`src/rtl/pll_reset_seq_if.sv`:
```
// Control/status bundle between the PLL reset sequencer and its system-side user.
// The sequencer takes the slave modport; whoever drives restart and observes status takes master.
interface pll_reset_seq_if #(
    parameter int CNT_W = 8
);
    logic             restart;
    logic             pll_locked;
    logic             pll_areset;
    logic             sys_rst_n;
    logic             ready;
    logic             fail;
    logic [2:0]       state;
    logic [CNT_W-1:0] lock_loss_cnt;

    modport master (
        output restart, pll_locked,
        input  pll_areset, sys_rst_n, ready, fail, state, lock_loss_cnt
    );

    modport slave (
        input  restart, pll_locked,
        output pll_areset, sys_rst_n, ready, fail, state, lock_loss_cnt
    );
endinterface

```
`src/rtl/pll_reset_seq.sv`:
```
// PLL reset sequencer and lock supervisor: pulses areset, waits for a debounced lock, then releases sys_rst_n.
// Optional PLL_AUTO_RETRY_EN: retry the PLL reset up to MAX_RETRY times on lock timeout before failing.
//
// state  | meaning
// HOLD   | PLL areset asserted for RST_CYCLES
// WAIT   | areset released, waiting for locked_s (LOCK_TIMEOUT bound)
// STABLE | locked_s must stay high STABLE_CYCLES in a row
// RUN    | system reset released, supervising lock
// FAIL   | lock never achieved; PLL held in reset until restart
module pll_reset_seq #(
    parameter int RST_CYCLES    = 16,
    parameter int LOCK_TIMEOUT  = 50000,
    parameter int STABLE_CYCLES = 1024,
    parameter int MAX_RETRY     = 3,
    parameter int CNT_W         = 8
) (
    input  logic             clk,
    input  logic             rst_n,
    pll_reset_seq_if.slave   bus
);
    localparam int M_A  = (RST_CYCLES > LOCK_TIMEOUT) ? RST_CYCLES : LOCK_TIMEOUT;
    localparam int M_B  = (STABLE_CYCLES > MAX_RETRY) ? STABLE_CYCLES : MAX_RETRY;
    localparam int TMAX = (M_A > M_B) ? M_A : M_B;
    localparam int TW   = $clog2(TMAX + 1);

    typedef enum logic [2:0] {
        HOLD   = 3'd0,
        WAIT   = 3'd1,
        STABLE = 3'd2,
        RUN    = 3'd3,
        FAIL   = 3'd4
    } state_t;

    state_t           state_q, state_d;
    logic [TW-1:0]    cnt_q, cnt_d;
    logic [CNT_W-1:0] loss_q, loss_d;
    logic [1:0]       sync_q;
    logic             locked_s;
    logic             areset_q, sys_rst_n_q, ready_q, fail_q;

`ifdef PLL_AUTO_RETRY_EN
    localparam int RW = (MAX_RETRY < 1) ? 1 : $clog2(MAX_RETRY + 1);
    logic [RW-1:0]    retry_q, retry_d;
`endif

    assign locked_s = sync_q[1];

    always_ff @(posedge clk or negedge rst_n) begin
        if (!rst_n) begin
            sync_q <= 2'b00;
        end else begin
            sync_q <= {sync_q[0], bus.pll_locked};
        end
    end

    always_comb begin
        state_d = state_q;
        cnt_d   = cnt_q;
        loss_d  = loss_q;
`ifdef PLL_AUTO_RETRY_EN
        retry_d = retry_q;
`endif
        if (bus.restart) begin
            state_d = HOLD;
            cnt_d   = '0;
`ifdef PLL_AUTO_RETRY_EN
            retry_d = '0;
`endif
        end else begin
            case (state_q)
                HOLD: begin
                    if (cnt_q == TW'(RST_CYCLES - 1)) begin
                        state_d = WAIT;
                        cnt_d   = '0;
                    end else begin
                        cnt_d = cnt_q + TW'(1);
                    end
                end
                WAIT: begin
                    // lock seen on the timeout cycle still counts as lock
                    if (locked_s) begin
                        state_d = STABLE;
                        cnt_d   = '0;
                    end else if (cnt_q == TW'(LOCK_TIMEOUT - 1)) begin
                        cnt_d = '0;
`ifdef PLL_AUTO_RETRY_EN
                        if (retry_q == RW'(MAX_RETRY)) begin
                            state_d = FAIL;
                        end else begin
                            state_d = HOLD;
                            retry_d = retry_q + RW'(1);
                        end
`else
                        state_d = FAIL;
`endif
                    end else begin
                        cnt_d = cnt_q + TW'(1);
                    end
                end
                STABLE: begin
                    if (!locked_s) begin
                        state_d = WAIT;
                        cnt_d   = '0;
                    end else if (cnt_q == TW'(STABLE_CYCLES - 1)) begin
                        state_d = RUN;
                        cnt_d   = '0;
`ifdef PLL_AUTO_RETRY_EN
                        retry_d = '0;
`endif
                    end else begin
                        cnt_d = cnt_q + TW'(1);
                    end
                end
                RUN: begin
                    if (!locked_s) begin
                        state_d = HOLD;
                        cnt_d   = '0;
                        if (loss_q != '1) begin
                            loss_d = loss_q + CNT_W'(1);
                        end
                    end
                end
                FAIL: begin
                    state_d = FAIL;
                end
                default: begin
                    state_d = HOLD;
                    cnt_d   = '0;
                end
            endcase
        end
    end

    // outputs are registered from the next state so they change together with state_q
    always_ff @(posedge clk or negedge rst_n) begin
        if (!rst_n) begin
            state_q     <= HOLD;
            cnt_q       <= '0;
            loss_q      <= '0;
            areset_q    <= 1'b1;
            sys_rst_n_q <= 1'b0;
            ready_q     <= 1'b0;
            fail_q      <= 1'b0;
        end else begin
            state_q     <= state_d;
            cnt_q       <= cnt_d;
            loss_q      <= loss_d;
            areset_q    <= (state_d == HOLD) || (state_d == FAIL);
            sys_rst_n_q <= (state_d == RUN);
            ready_q     <= (state_d == RUN);
            fail_q      <= (state_d == FAIL);
        end
    end

`ifdef PLL_AUTO_RETRY_EN
    always_ff @(posedge clk or negedge rst_n) begin
        if (!rst_n) begin
            retry_q <= '0;
        end else begin
            retry_q <= retry_d;
        end
    end
`endif

    assign bus.pll_areset    = areset_q;
    assign bus.sys_rst_n     = sys_rst_n_q;
    assign bus.ready         = ready_q;
    assign bus.fail          = fail_q;
    assign bus.state         = state_q;
    assign bus.lock_loss_cnt = loss_q;

endmodule
```
`src/flat_wrapper.sv`:
```
// flat-port wrapper written by rule: the top's interface ports become plain ports
module pll_reset_seq_flat 
#(
    parameter int RST_CYCLES    = 16,
    parameter int LOCK_TIMEOUT  = 50000,
    parameter int STABLE_CYCLES = 1024,
    parameter int MAX_RETRY     = 3,
    parameter int CNT_W         = 8
)
  (clk, rst_n, bus_restart, bus_pll_locked, bus_pll_areset, bus_sys_rst_n, bus_ready, bus_fail, bus_state, bus_lock_loss_cnt);
  pll_reset_seq_if #(.CNT_W(CNT_W)) bus_i ();
  input  logic clk;
  input  logic rst_n;
  input wire logic [$bits(bus_i.restart)-1:0] bus_restart;
  input wire logic [$bits(bus_i.pll_locked)-1:0] bus_pll_locked;
  output wire logic [$bits(bus_i.pll_areset)-1:0] bus_pll_areset;
  output wire logic [$bits(bus_i.sys_rst_n)-1:0] bus_sys_rst_n;
  output wire logic [$bits(bus_i.ready)-1:0] bus_ready;
  output wire logic [$bits(bus_i.fail)-1:0] bus_fail;
  output wire logic [$bits(bus_i.state)-1:0] bus_state;
  output wire logic [$bits(bus_i.lock_loss_cnt)-1:0] bus_lock_loss_cnt;
  assign bus_i.restart = bus_restart;
  assign bus_i.pll_locked = bus_pll_locked;
  assign bus_pll_areset = bus_i.pll_areset;
  assign bus_sys_rst_n = bus_i.sys_rst_n;
  assign bus_ready = bus_i.ready;
  assign bus_fail = bus_i.fail;
  assign bus_state = bus_i.state;
  assign bus_lock_loss_cnt = bus_i.lock_loss_cnt;
  pll_reset_seq #(.RST_CYCLES(RST_CYCLES), .LOCK_TIMEOUT(LOCK_TIMEOUT), .STABLE_CYCLES(STABLE_CYCLES), .MAX_RETRY(MAX_RETRY), .CNT_W(CNT_W)) u_core (.clk(clk), .rst_n(rst_n), .bus(bus_i));
endmodule
```
`config.mk`:
```
export PLATFORM = sky130hd
export DESIGN_NAME = pll_reset_seq_flat
export DESIGN_NICKNAME = d
export VERILOG_FILES = /design/src/rtl/pll_reset_seq_if.sv /design/src/rtl/pll_reset_seq.sv /design/src/flat_wrapper.sv
export SDC_FILE = /design/constraint.sdc
export NUM_CORES = 1
export LEC_CHECK = 0
export CORE_ASPECT_RATIO = 0.75
export CORE_UTILIZATION = 40
export CTS_CLUSTER_DIAMETER = 60
export DETAILED_ROUTE_END_ITERATION = 8
export PLACE_DENSITY_LB_ADDON = 0.25
export SYNTH_ARGS = -nofsm -noshare
export SYNTH_HDL_FRONTEND = slang
export SYNTH_SLANG_ARGS = --single-unit
```
`constraint.sdc`:
```
create_clock -name clk -period 4.4 [get_ports clk]
set_clock_uncertainty 0.15 [all_clocks]
set_input_delay 0.88 -clock clk [delete_from_list [all_inputs] [get_ports clk]]
set_output_delay 0.88 -clock clk [all_outputs]
set_load 0.02 [all_outputs]
```
==> impl_results.md <==
- Outcome: completed
- Top routing layer in use: met4
- Clock Pin Slew Worst Setup and Hold Paths: 0.07 ns
- Post-synth cell types: 45
- Type of origin of the critical path: primary input
- Final worst-path cycle share: 0.602
- M1 WL: 1610 um
- Register-to-register path setup slack: 1.87 ns
- Critical Path AT: 2.67 ns
- Antenna cells: 0
- Mapped cell area: 0.00171 sq mm
- Post-CTS setup buffers: 0
- Worst Tran Pin Value: 0.681 ns
- CTS tree: yes
- Routed wire per std cell: 13.0 um
- Worst r2r src: u_core.cnt_q[4]$_DFFE_PN0P_
- Die width: 77.6 um
- Crit path max fanout: 8
- Initial antenna violation count: 0
- DP Cell Count: 240
- Worst Path Required: 4.42 ns
- Layout cells sized above 1: 0.135
- Number of filler cells placed in the layout: 377
- Via/cell ratio: 5.29
- Resized Gates After CTS: 0
- DIE AREA: 0.00455 sq mm
- Final wirelength: 3210 um
- DR DRC count: 0
- Clock Path Buffers: 2
- First-pass GRT wire length: 5620 um
- Final hold violations: 0
- FF+latch count, synth: 32
- FP Rows: 20
- Yosys warnings: 0
- Port buffer count: 18
- Pwr/cell area: 275 mW/mm^2
- RSZ-0062 raised after global routing: no
- Fin area: 0.00200 sq mm
- DR WL met2: 1440 um
- Htree depth: 2
- Cell Area, Placed: 0.00191 sq mm
- Worst Setup EP: u_core.bus.lock_loss_cnt[1]$_DFFE_PN0P_
- Hold buffer count at CTS: 0
- Reg2Reg Depth: 5
- Endpoints failing setup: 0
- GPL Wtd Cong: 0.805
- Final ANT Viol Nets: 0
- Vias: 1,312
- Die height: 58.7 um
- Wire length on met3: 105 um
- Largest net degree at the start of global routing: 33
- Slew HR: 0.544
- Cells after Synth: 174
- Core ar.: 0.00408 sq mm
- Reg-to-reg endpoint: u_core.cnt_q[5]$_DFFE_PN0P_
- Clock sink total: 32
- Overall Global Routing Usage: 0.163
- Initial Utilization: 0.420
- Clk root buf: clkbuf_8
- Final HPWL DP: 2280 um
- WS Path Type: primary input to flop
- Register area share after synthesis: 0.468
- LEAKAGE: 0.000848 uW
- Final Non-Filler Cells: 248
- Worst-Skew Late Latency: 0.29 ns
- P&R area growth vs syn: 16.6%
- Sum Neg Setup Slack: 0 ns
- Post-layout util: 0.490
- Fmax achieved: 378 MHz
- DRT Pass-1 Iters: 4
- Number of global-route vias before repair: 1,194
- Synth Net Count: 180
- Hold Crit Class: flop to flop
- Worst setup path startpoint: bus_restart
- Max-cap violations: 0
- Max Slew Vio Count: 0
- Total CTS buffers: 5
- Number of I/O pins: 19
- Max IR drop VDD: 0.112 mV
- Final nets: 198
- DR iter-0 viols: 112
- Post-Syn Area per Cell: 9.85 sq um
- Crit. End Element: flop
- Fin crit period: 2.65 ns
- GRT overflow: 0
-- power breakdown --
group          internal (uW)  switching (uW)  leakage [uW]
Sequential               298            4.18      0.000437
Combinational           7.24            13.0      0.000360
Clock                    125             104     0.0000510
-- registers in the layout, summed over array words and instances (netlist names) --
register,count
u_core.bus.lock_loss_cnt,8
u_core.cnt_q,16
u_core.bus.state,3
u_core.bus.sys_rst_n,1
u_core.bus.fail,1
u_core.bus.pll_areset,1
u_core.sync_q,2
-- cell usage after synthesis, drive strengths merged --
library cell,count,area [sq um]
a21boi,1,7.51
a21o,2,16.3
a21oi,2,10.0
a31oi,1,6.26
and2,2,13.8
and3,8,50.1
buf,5,36.3
clkbuf,2,17.5
clkdlybuf4s15,1,10.0
dfrtp,31,776
dfstp,1,26.3
ha,2,25.0
inv,3,11.3
mux2,1,11.3
mux2i,1,10.0
nand2,10,37.5
nand3,9,45.0
nand4,14,87.6
nand4b,2,17.5
nor2,22,85.1
nor2b,3,18.8
nor3,9,56.3
nor4,5,37.5
nor4b,1,8.76
o21ai,5,28.8
o22ai,2,12.5
or2,2,12.5
or2b,1,8.76
or3,2,13.8
or3b,3,26.3
or4,3,30.0
or4bb,1,11.3
xnor2,6,52.6
xor2,11,96.3
-- how the worst min path moves through the flow --
| stage | from | to | slack, ns | cells after the start |
|---|---|---|---|---|
| after floorplan | u_core.sync_q[0]$_DFF_PN0_ | u_core.sync_q[1]$_DFF_PN0_ | 0.18 | 0 |
| after global placement | u_core.sync_q[0]$_DFF_PN0_ | u_core.sync_q[1]$_DFF_PN0_ | 0.18 | 0 |
| after detailed placement | u_core.sync_q[0]$_DFF_PN0_ | u_core.sync_q[1]$_DFF_PN0_ | 0.19 | 0 |
| after CTS | u_core.sync_q[0]$_DFF_PN0_ | u_core.sync_q[1]$_DFF_PN0_ | 0.21 | 0 |
| after global routing | u_core.sync_q[0]$_DFF_PN0_ | u_core.sync_q[1]$_DFF_PN0_ | 0.21 | 0 |
| final | u_core.sync_q[0]$_DFF_PN0_ | u_core.sync_q[1]$_DFF_PN0_ | 0.20 | 0 |
-- metal layers --
metal / track usage / vias up
met5: 0 / -
met4: 0.0889 / 0
met3: 0.0419 / 8
met2: 0.245 / 22
met1: 0.217 / 625
li1: - / 657
-- logic make-up after synthesis --
logic type,after synthesis,share of synthesized area
AOI/OAI and AO/OA,13,0.0475
xor gates and xnor gates,17,0.0869
adders and majority gates,2,0.0146
buffers and inverters,11,0.0438
DFF,32,0.468
muxes,2,0.0124
and+or+nand+nor,97,0.327
-- cell type report --
cell class              instances  area, sq um  share of cell area
multi-input cells             131          837               0.419
flip-flops and latches         32          802               0.401
repair buffers                 19          188              0.0939
clock buffers                   6         82.6              0.0413
well taps                      55         68.8              0.0344
inverters                       3         11.3             0.00563
clock inverters                 2         10.0             0.00501
-- critical path, cell delays in order --
cell and delay, ns:
clkdlybuf4s50_1 0.54, nor2_1 0.19, nand4_1 0.11, a31oi_1 0.54, mux2_2 0.40
-- placed cells by master (no fill, tap or decap), types with 2 or more instances in the layout --
master,n
a21oi_1,2
and3_1,8
clkbuf_8,6
clkdlybuf4s50_1,18
clkinv_2,2
dfrtp_1,31
ha_1,2
inv_1,3
nand2_1,10
nand3_1,9
nand4_1,14
nand4b_1,2
nor2_1,21
nor2b_1,3
nor3_1,8
nor4_1,4
o21ai_0,4
o22ai_1,2
or2_2,2
or3b_2,3
or4_4,2
xnor2_1,6
xor2_1,11
-- stage by stage --
| stage | worst slack (ns) | power, uW | hold WS (ns) |
|---|---|---|---|
| after floorplan | 1.92 | 317 | 0.181 |
| after detailed placement | 1.47 | 328 | 0.190 |
| after global routing | 1.56 | 582 | 0.210 |
| final | 1.75 | 551 | 0.202 |
| after global placement | 1.51 | 327 | 0.183 |
| after CTS | 1.77 | 560 | 0.206 |
Note: power is estimated with default switching activity, not from simulation.
